===== src/rtl/wbq_pkg.sv =====
// wbq_pkg: shared types and constants for the register-file writeback queue.
//   wb_entry_t : one pending write {reg_idx, data} at the default widths
//   ZERO_REG   : index of the hard-wired zero register; writes to it are dropped
//   WBQ_*      : default parameter values for writeback_queue
package wbq_pkg;

  localparam int WBQ_DEPTH  = 4;
  localparam int WBQ_DATA_W = 64;
  localparam int WBQ_ADDR_W = 5;

  localparam logic [WBQ_ADDR_W-1:0] ZERO_REG = 5'd31;

  // "reg" is a keyword, so the destination index field is called reg_idx.
  typedef struct packed {
    logic [WBQ_ADDR_W-1:0] reg_idx;
    logic [WBQ_DATA_W-1:0] data;
  } wb_entry_t;

endpackage


===== src/rtl/wbq_fifo.sv =====
// wbq_fifo: circular buffer with up to two pushes and one pop per cycle.
//   wr_cnt         : number of entries pushed this cycle (0..2); wr_data0 is
//                    stored first, wr_data1 second
//   pop            : remove the head entry (caller only pops when count != 0)
//   head_data      : oldest entry
//   head_ptr       : index of the oldest entry inside entries
//   count          : occupied entries
//   entries        : raw storage, for associative lookups by the owner
// Pointers are $clog2(DEPTH) bits wide, so they wrap modulo DEPTH on their own.
module wbq_fifo import wbq_pkg::*; #(
  parameter int DEPTH = WBQ_DEPTH,
  parameter int W     = WBQ_ADDR_W + WBQ_DATA_W,
  localparam int PW   = $clog2(DEPTH),
  localparam int CW   = PW + 1
) (
  input  logic                  clk,
  input  logic                  reset_n,
  input  logic [1:0]            wr_cnt,
  input  logic [W-1:0]          wr_data0,
  input  logic [W-1:0]          wr_data1,
  input  logic                  pop,
  output logic [W-1:0]          head_data,
  output logic [PW-1:0]         head_ptr,
  output logic [CW-1:0]         count,
  output logic [DEPTH-1:0][W-1:0] entries
);

  logic [PW-1:0]          head_r;
  logic [PW-1:0]          tail_r;
  logic [CW-1:0]          count_r;
  logic [DEPTH-1:0][W-1:0] mem_r;
  logic [PW-1:0]          tail_p1_s;

  assign tail_p1_s = tail_r + PW'(1'b1);

  // Storage, pointers and occupancy update.
  always_ff @(posedge clk or negedge reset_n) begin
    if (!reset_n) begin
      head_r  <= '0;
      tail_r  <= '0;
      count_r <= '0;
      mem_r   <= '0;
    end else begin
      if (wr_cnt != 2'd0) begin
        mem_r[tail_r] <= wr_data0;
      end
      if (wr_cnt == 2'd2) begin
        mem_r[tail_p1_s] <= wr_data1;
      end
      tail_r  <= tail_r + PW'(wr_cnt);
      head_r  <= head_r + PW'(pop);
      count_r <= count_r + CW'(wr_cnt) - CW'(pop);
    end
  end

  assign head_data = mem_r[head_r];
  assign head_ptr  = head_r;
  assign count     = count_r;
  assign entries   = mem_r;

endmodule


===== src/rtl/writeback_queue.sv =====
// writeback_queue: buffers ALU and load results and drains them one per cycle
// into the single regfile write port.
//   alu_valid/alu_reg/alu_data/alu_ready : ALU result handshake
//   mem_valid/mem_reg/mem_data/mem_ready : load result handshake (wins ties)
//   regWrite/writeReg/writeData          : regfile write port, head of queue
//   readReg1/readReg2                    : regfile read indices for bypass
//   fwdN_hit/fwdN_data                   : youngest pending write to readRegN
//   count                                : occupied entries
// Build option: define WBQ_BYPASS_EN to build the forwarding lookup; without
// it the fwd outputs are tied to zero and no compare logic exists.
module writeback_queue import wbq_pkg::*; #(
  parameter int DEPTH  = WBQ_DEPTH,
  parameter int DATA_W = WBQ_DATA_W,
  parameter int ADDR_W = WBQ_ADDR_W
) (
  input  logic                   clk,
  input  logic                   reset_n,
  input  logic                   alu_valid,
  input  logic [ADDR_W-1:0]      alu_reg,
  input  logic [DATA_W-1:0]      alu_data,
  output logic                   alu_ready,
  input  logic                   mem_valid,
  input  logic [ADDR_W-1:0]      mem_reg,
  input  logic [DATA_W-1:0]      mem_data,
  output logic                   mem_ready,
  output logic                   regWrite,
  output logic [ADDR_W-1:0]      writeReg,
  output logic [DATA_W-1:0]      writeData,
  input  logic [ADDR_W-1:0]      readReg1,
  input  logic [ADDR_W-1:0]      readReg2,
  output logic                   fwd1_hit,
  output logic                   fwd2_hit,
  output logic [DATA_W-1:0]      fwd1_data,
  output logic [DATA_W-1:0]      fwd2_data,
  output logic [$clog2(DEPTH):0] count
);

  localparam int PW = $clog2(DEPTH);
  localparam int CW = PW + 1;
  localparam int FW = CW + 1;
  localparam int EW = ADDR_W + DATA_W;
  localparam logic [ADDR_W-1:0] ZERO_R = ADDR_W'(ZERO_REG);

  logic [CW-1:0]           count_s;
  logic [FW-1:0]           free_s;
  logic                    nonempty_s;
  logic [EW-1:0]           head_s;
  logic [PW-1:0]           head_ptr_s;
  logic [DEPTH-1:0][EW-1:0] entries_s;
  logic                    alu_zero_s;
  logic                    mem_zero_s;
  logic                    alu_rdy_s;
  logic                    mem_rdy_s;
  logic                    alu_store_s;
  logic                    mem_store_s;
  logic [1:0]              wr_cnt_s;
  logic [EW-1:0]           wr0_s;
  logic [EW-1:0]           wr1_s;

  assign nonempty_s = (count_s != '0);
  // The head leaves this cycle, so its slot is usable by an incoming write.
  assign free_s     = FW'(DEPTH) - FW'(count_s) + FW'(nonempty_s);
  assign alu_zero_s = (alu_reg == ZERO_R);
  assign mem_zero_s = (mem_reg == ZERO_R);

  // Ready arbitration: memory wins the last slot; X31 needs no slot at all.
  always_comb begin
    alu_rdy_s = 1'b0;
    mem_rdy_s = 1'b0;
    if (free_s >= FW'(2)) begin
      alu_rdy_s = 1'b1;
      mem_rdy_s = 1'b1;
    end else if (free_s == FW'(1)) begin
      mem_rdy_s = 1'b1;
      alu_rdy_s = !mem_valid;
    end else begin
      alu_rdy_s = alu_zero_s;
      mem_rdy_s = mem_zero_s;
    end
  end

  assign alu_ready   = alu_rdy_s;
  assign mem_ready   = mem_rdy_s;
  assign alu_store_s = alu_valid && alu_rdy_s && !alu_zero_s;
  assign mem_store_s = mem_valid && mem_rdy_s && !mem_zero_s;

  // Enqueue steering: the load entry goes ahead of the ALU entry.
  always_comb begin
    wr_cnt_s = 2'd0;
    wr0_s    = {mem_reg, mem_data};
    wr1_s    = {alu_reg, alu_data};
    if (mem_store_s && alu_store_s) begin
      wr_cnt_s = 2'd2;
    end else if (mem_store_s) begin
      wr_cnt_s = 2'd1;
    end else if (alu_store_s) begin
      wr_cnt_s = 2'd1;
      wr0_s    = {alu_reg, alu_data};
    end else begin
      wr_cnt_s = 2'd0;
    end
  end

  wbq_fifo #(.DEPTH(DEPTH), .W(EW)) u_fifo (
    .clk       (clk),
    .reset_n   (reset_n),
    .wr_cnt    (wr_cnt_s),
    .wr_data0  (wr0_s),
    .wr_data1  (wr1_s),
    .pop       (nonempty_s),
    .head_data (head_s),
    .head_ptr  (head_ptr_s),
    .count     (count_s),
    .entries   (entries_s)
  );

  // Stale storage is masked so the write port reads zero while empty.
  assign regWrite  = nonempty_s;
  assign writeReg  = nonempty_s ? head_s[EW-1:DATA_W] : '0;
  assign writeData = nonempty_s ? head_s[DATA_W-1:0] : '0;
  assign count     = count_s;

`ifdef WBQ_BYPASS_EN
  // Bypass lookup: walk oldest to youngest so the last match wins.
  always_comb begin
    logic [PW-1:0] idx_v;
    logic [EW-1:0] ent_v;
    logic          vld_v;
    logic          m1_v;
    logic          m2_v;
    idx_v     = '0;
    ent_v     = '0;
    vld_v     = 1'b0;
    m1_v      = 1'b0;
    m2_v      = 1'b0;
    fwd1_hit  = 1'b0;
    fwd2_hit  = 1'b0;
    fwd1_data = '0;
    fwd2_data = '0;
    for (int k = 0; k < DEPTH; k++) begin
      idx_v     = head_ptr_s + PW'(k);
      ent_v     = entries_s[idx_v];
      vld_v     = (CW'(k) < count_s);
      m1_v      = vld_v && (ent_v[EW-1:DATA_W] == readReg1) && (readReg1 != ZERO_R);
      m2_v      = vld_v && (ent_v[EW-1:DATA_W] == readReg2) && (readReg2 != ZERO_R);
      fwd1_hit  = fwd1_hit | m1_v;
      fwd2_hit  = fwd2_hit | m2_v;
      fwd1_data = m1_v ? ent_v[DATA_W-1:0] : fwd1_data;
      fwd2_data = m2_v ? ent_v[DATA_W-1:0] : fwd2_data;
    end
  end
`else
  logic unused_bypass_s;
  assign unused_bypass_s = ^{readReg1, readReg2, head_ptr_s, entries_s};
  assign fwd1_hit  = 1'b0;
  assign fwd2_hit  = 1'b0;
  assign fwd1_data = '0;
  assign fwd2_data = '0;
`endif

endmodule


===== config.mk =====
export PLATFORM = sky130hd
export DESIGN_NAME = writeback_queue
export DESIGN_NICKNAME = d
export VERILOG_FILES = /design/src/rtl/wbq_pkg.sv /design/src/rtl/wbq_fifo.sv /design/src/rtl/writeback_queue.sv
export SDC_FILE = /design/constraint.sdc
export NUM_CORES = 1
export LEC_CHECK = 0
export ABC_AREA = 1
export CAP_MARGIN = 20
export CORE_UTILIZATION = 49
export DETAILED_ROUTE_END_ITERATION = 8
export GPL_ROUTABILITY_DRIVEN = 0
export PLACE_DENSITY_LB_ADDON = 0.3
export SYNTH_ARGS = -nofsm -noshare
export SYNTH_HDL_FRONTEND = slang
export SYNTH_HIERARCHICAL = 1
export SYNTH_SLANG_ARGS = --single-unit
export TNS_END_PERCENT = 50

===== constraint.sdc =====
create_clock -name clk -period 6.8 [get_ports clk]
set_input_delay 2.04 -clock clk [delete_from_list [all_inputs] [get_ports clk]]
set_output_delay 2.04 -clock clk [all_outputs]
set_load 0.02 [all_outputs]

==> metrics.cfg, run 1 <==
[run_status]
run_status=complete, no violations

[setup_path]
r2r_setup_slack_ns=2.72
critPathLaunchType=primary input
crit_path_max_fanout=6
crit_type=primary input to output pin
arrival_ns=3.70
cp.required_ns=4.76
endpoint_kind=output pin

[logic_synthesis]
synthAdderAreaFrac_pct=0.611
async_flop_share_pct=100
synth_cells=3114
synth_compound_gate_area_share_pct=6.23
synth-simple-area-share_pct=39.0
ys_seq_area_share_pct=36.0
synth_top_family_by_area=simple AND/OR/NAND/NOR gates
synth-seq-cells=283
yosys.area_share.xor_xnor_pct=0.223
synth-edff-count=0
netlist_area_mm2=0.0197
syn_area_per_cell_um2=6.31
yosys_warnings=6
synth_cell_type_count=28
synth_ff_type=dfrtp_1
synth_mux_area_share_pct=0

[route]
wire_per_inst_um=17.4
route.detailed.drc=0
vias_per_cell=5.44
num_vias=20200
drt_pre_antenna_iters=6
drtAntennaViolNets=0
first_iter_violations=2399
wl_um=64700

[die]
fp.coreArea_mm2=0.0391
num_rows=72
die_x_um=202
dieArea_mm2=0.0409
die_h_um=202
initial_core_util_pct=50.3
pin_count=357

[finish]
nets=3334
n_fill_cell=3701
layout_commonest_cell=nand2_1
final_cell_mix=nand2_1 (1109), nand3_1 (626), inv_1 (425)
drive_gt1_share_pct=3.41
area_growth_pct=14.9

[grt]
use_met1_pct=42.6
grt.busiest_layer=met2
grt_pass1_wl_um=102000
grtUsageTotal_pct=31.0
use_met2_pct=49.4
antenna_found_initial=2
use_met3_pct=4.31
grt_start_max_net_pins=193
grt_overflow=0
grt_pass1_vias=18600

[cts]
cts_setup_buffers=0
hold_buffers=0
post_cts_resized=0
h-tree-depth=2
root_buffer=clkbuf_16
cts_buffer_depth=3
insertion_delay_ns=0.51
cts_inserted_buffers=34
cts_tree=done
path_clk_slew_ns=0.06
cts.sinks=283

[pwr]
peakVddDrop_uv=505
totalPowerFinal_mw=12.6
power_leakage_nw=12.5
p_per_area_mw_per_mm2=558

[timing]
max_freq_mhz=174
finalHoldViolCount=0
fin_crit_ns=5.74
rsz0062_at_grt=false
slew_viol_final=0
tns_ns=0
worst_pin_slew_ns=1.16
fin_crit_sh_pct=84.5
setup_viol=0
max-slew-margin-rel_pct=22.5
fin_skew_ns=0.00824

[worst_hold_path]
hp-class=register to register

[place]
port_buffers=216
place_hpwl_um=33400

[job]
maxCapViolCount=0

-- final timing paths --
check | from | end | cells past startpoint
max in group asynchronous | reset_n | u_fifo/entries[230]$_DFF_PN0_ | 2
min | u_fifo/entries[75]$_DFF_PN0_ | u_fifo/entries[75]$_DFF_PN0_ | 4
max reg2reg | u_fifo/count[2]$_DFF_PN0_ | u_fifo/entries[229]$_DFF_PN0_ | 15
min reg2reg | u_fifo/entries[75]$_DFF_PN0_ | u_fifo/entries[75]$_DFF_PN0_ | 4
min in group asynchronous | reset_n | u_fifo/entries[209]$_DFF_PN0_ | 1
max | alu_reg[2] | alu_ready | 5
-- routing by layer --
metal	share of wire [%]	up-vias
li1	-	9545
met1	40	9278
met2	46	1272
met3	11	134
met4	2.5	0
met5	0	-
-- critical path: stages --
cell and delay, ns:
clkdlybuf4s50_1 0.67, nand3_1 0.13, nor2_1 0.15, a21o_1 0.13
clkdlybuf4s50_1 0.59
-- Yosys cell counts, types with 34 or more instances --
master       n  area, um^2
nand3_1    627        3140
o211ai_1    69         518
dfrtp_1    283        7080
a21oi_1     69         345
inv_1      425        1600
clkbuf_1   130         488
nor2_1      71         267
buf_2       47         235
buf_1       34         128
buf_4      135        1010
nand2_1   1117        4190
o21ai_0     69         345
-- where the power goes --
| group | switching, mW | internal, mW | total, mW |
|---|---|---|---|
| sequential | 0.485 | 2.57 | 3.05 |
| combinational | 5.05 | 2.63 | 7.68 |
| clock | 0.741 | 1.13 | 1.87 |
-- sequential cells by signal (all words and copies together), names as in the netlist --
name	count
u_fifo/tail_r	2
u_fifo/head_ptr	2
u_fifo/count	3
u_fifo/entries	276
-- metrics by stage --
stage	util (%)	hold WS, ns	setup slack, ns	instance area [um^2]	instances
2_1_floorplan	-	0.464	2.24	20100	3243
3_3_place_gp	54.8	0.537	1.08	21400	3655
3_5_place_dp	54.8	0.542	1.08	21400	3655
4_1_cts	57.8	0.556	1.08	22600	3716
5_1_grt	57.8	0.586	0.958	22600	3718
6_report	57.8	0.555	1.06	22600	3718
-- cells by family after synthesis --
kind of cell,after synthesis
AND/OR/NAND/NOR,1825
adder cells (fa/ha/maj),9
XOR/XNOR,5
other,1
AO/OA/AOI/OAI,209
buffers and inverters,782
flip-flops,283
-- area by class of cell --
class	instances	area, um^2	area share (%)
inverter	435	1630	7.23
sequential	283	7090	31.4
clock buffer	53	1080	4.76
tap	518	648	2.87
antenna	2	5.00	0.0222
multi-input combinational	2178	9640	42.7
timing repair buffer	241	2430	10.8
clock inverter	8	65.1	0.288
Note: power is estimated with default switching activity, not from simulation.
==> run 2, diff against run 1 <==
==> constraint.sdc (replaced) <==
create_clock -name clk -period 5.9 [get_ports clk]
set_input_delay 1.77 -clock clk [delete_from_list [all_inputs] [get_ports clk]]
set_output_delay 1.77 -clock clk [all_outputs]
set_load 0.02 [all_outputs]
==> metrics.cfg, run 2 (synthesis results as in run 1) <==
[setup_path]
crit_family=buffers and inverters
critPathLaunchType=primary input
path_buf_inv=2  ; unchanged
rr_worst_depth=15  ; unchanged
endpoint_kind=output pin
crit_path_end=alu_ready
timing.rr.start=u_fifo/count[2]$_DFF_PN0_
crit_type=primary input to output pin
crit_path_max_fanout=6  ; unchanged
r2r_end=u_fifo/entries[262]$_DFF_PN0_
path_cells=clkdlybuf4s50_1 > nand3_1 > nor2_1 > a21o_1 > clkdlybuf4s50_1
arrival_ns=3.46  ; -0.24 ns
path_common_cell=clkdlybuf4s50_1
startpoint=alu_reg[2]
crit_slowest_cell=clkdlybuf4s50_1
slowest_delay_ns=0.67  ; about the same
cp.required_ns=4.13  ; -0.63 ns
cp.depth=5  ; unchanged
r2r_setup_slack_ns=2.16  ; -0.56 ns

[route]
wire_per_inst_um=17.6  ; +0.94%
first_iter_violations=2157  ; -10%
drt_pre_antenna_iters=6  ; unchanged
route.detailed.drc=0  ; unchanged
num_vias=20500  ; +1.2%
wl_um=65400  ; +1.1%
vias_per_cell=5.50  ; +1.0%
drtAntennaViolNets=0  ; unchanged

[cts]
hold_buffers=0  ; unchanged
h-tree-depth=2  ; unchanged
cts_tree=done
cts.sinks=283  ; unchanged
cts_inserted_buffers=34  ; unchanged
cts_buffer_depth=3  ; unchanged
insertion_delay_ns=0.52  ; about the same
path_clk_slew_ns=0.06  ; about the same
cts_setup_buffers=0  ; unchanged
root_buffer=clkbuf_16
post_cts_resized=0  ; unchanged

[timing]
max-slew-margin-rel_pct=24.0  ; +1.5 points
max_freq_mhz=191
slew_viol_final=0  ; unchanged
fin_skew_ns=0.0182  ; +0.00995 ns
worst_pin_slew_ns=1.14  ; -0.0220 ns
fin_crit_ns=5.23
rsz0062_at_grt=false
tns_ns=0  ; unchanged
setup_viol=0  ; unchanged
finalHoldViolCount=0  ; unchanged
fin_crit_sh_pct=88.7

[place]
port_buffers=216  ; unchanged
place_hpwl_um=35000  ; +4.6%
dp.cells=3665  ; +0.27%
placed_cell_area_mm2=0.0216  ; +0.88%

[pwr]
pwr-share-seq_pct=23.9  ; -0.3 points
power_frac_clock_pct=14.3  ; -0.5 points
p_per_area_mw_per_mm2=641  ; +15%
peakVddDrop_uv=507  ; +0.35%
p_sw_mw=7.25  ; +16%
power_leakage_nw=12.5  ; +0.41%
intPower_mw=7.31  ; +16%
comb_power_share_pct=61.9  ; +0.9 points
switching_share_pct=49.8  ; about the same

[die]
fp.coreArea_mm2=0.0391  ; unchanged
die_h_um=202  ; unchanged
num_rows=72  ; unchanged
pin_count=357  ; unchanged
initial_core_util_pct=50.3  ; unchanged
die_x_um=202  ; unchanged
dieArea_mm2=0.0409  ; unchanged

[grt]
grtUsageTotal_pct=31.0  ; +0.058 points
grt_start_max_net_pins=133  ; -31%
antenna_found_initial=3  ; +1
grt_pass1_vias=19000  ; +1.9%
grt_overflow=0  ; unchanged
grt_pass1_wl_um=102000  ; +0.22%

[worst_hold_path]
hold_depth=4  ; unchanged
hp-start=u_fifo/entries[211]$_DFF_PN0_
hp-class=register to register

[run_status]
run_status=complete, no violations

[finish]
nets=3344  ; +0.30%
stdcell_count=3725  ; +0.19%
drive_gt1_share_pct=3.53  ; +0.12 points
layout_commonest_cell=nand2_1
area_growth_pct=15.7
largest_reg_flops=276  ; unchanged
final_cell_mix=nand2_1 (1109), nand3_1 (626), inv_1 (425)
final_cell_area_mm2=0.0227  ; +0.62%

[job]
maxCapViolCount=0  ; unchanged

-- run 2: worst min path at each step --
stage	end	slack [ns]
after floorplan	u_fifo/head_ptr[0]$_DFF_PN0_	0.46
after global placement	u_fifo/entries[263]$_DFF_PN0_	0.54
after detailed placement	u_fifo/entries[211]$_DFF_PN0_	0.54
after CTS	u_fifo/entries[271]$_DFF_PN0_	0.56
after global routing	u_fifo/entries[243]$_DFF_PN0_	0.58
final	u_fifo/entries[211]$_DFF_PN0_	0.56
-- run 2: worst register-to-register path, delay by kind of cell (launching register included) --
| family | cells | cell delay, ns |
|---|---|---|
| AO/OA/AOI/OAI | 1 | 0.15 |
| AND/OR/NAND/NOR | 7 | 1.20 |
| flip-flops | 1 | 0.44 |
| buffers and inverters | 4 | 1.08 |
| adder cells (fa/ha/maj) | 3 | 0.78 |
-- run 2: routing by layer --
layer  GRT usage, %  routed length (um)  up-vias
met5              0                   0        -
met4           13.3                2050        0
met3           4.82                7580      175
met2           49.8               30600     1325
met1           41.5               25200     9414
li1               -                   -     9561
-- run 2: layout make-up --
type | instances | area (um^2)
antenna | 3 | 7.51
inverter | 435 | 1630
tap | 518 | 648
clock buffer | 54 | 1050
fill | 3719 | 16400
timing repair buffer | 251 | 2620
clock inverter | 3 | 43.8
multi-input combinational | 2178 | 9640
sequential | 283 | 7090
-- run 2: through the flow --
| stage | total power, mW | hold slack (ns) | util [%] | setup slack (ns) |
|---|---|---|---|---|
| 3_3_place_gp | 12.1 | 0.536 | 55.3 | 0.718 |
| 2_1_floorplan | 9.44 | 0.464 | - | 1.84 |
| 3_5_place_dp | 12.3 | 0.543 | 55.3 | 0.699 |
| 4_1_cts | 14.5 | 0.557 | 58.1 | 0.686 |
| 5_1_grt | 15.7 | 0.585 | 58.1 | 0.568 |
| 6_report | 14.6 | 0.556 | 58.1 | 0.665 |
-- run 2: power groups by stage --
stage	Clock (mW)	Combinational, mW	Sequential [mW]
2_1_floorplan	0	6.16	3.28
3_3_place_gp	0	8.61	3.46
3_5_place_dp	0	8.84	3.51
4_1_cts	2.10	8.89	3.47
5_1_grt	2.18	9.94	3.58
6_report	2.08	9.01	3.48
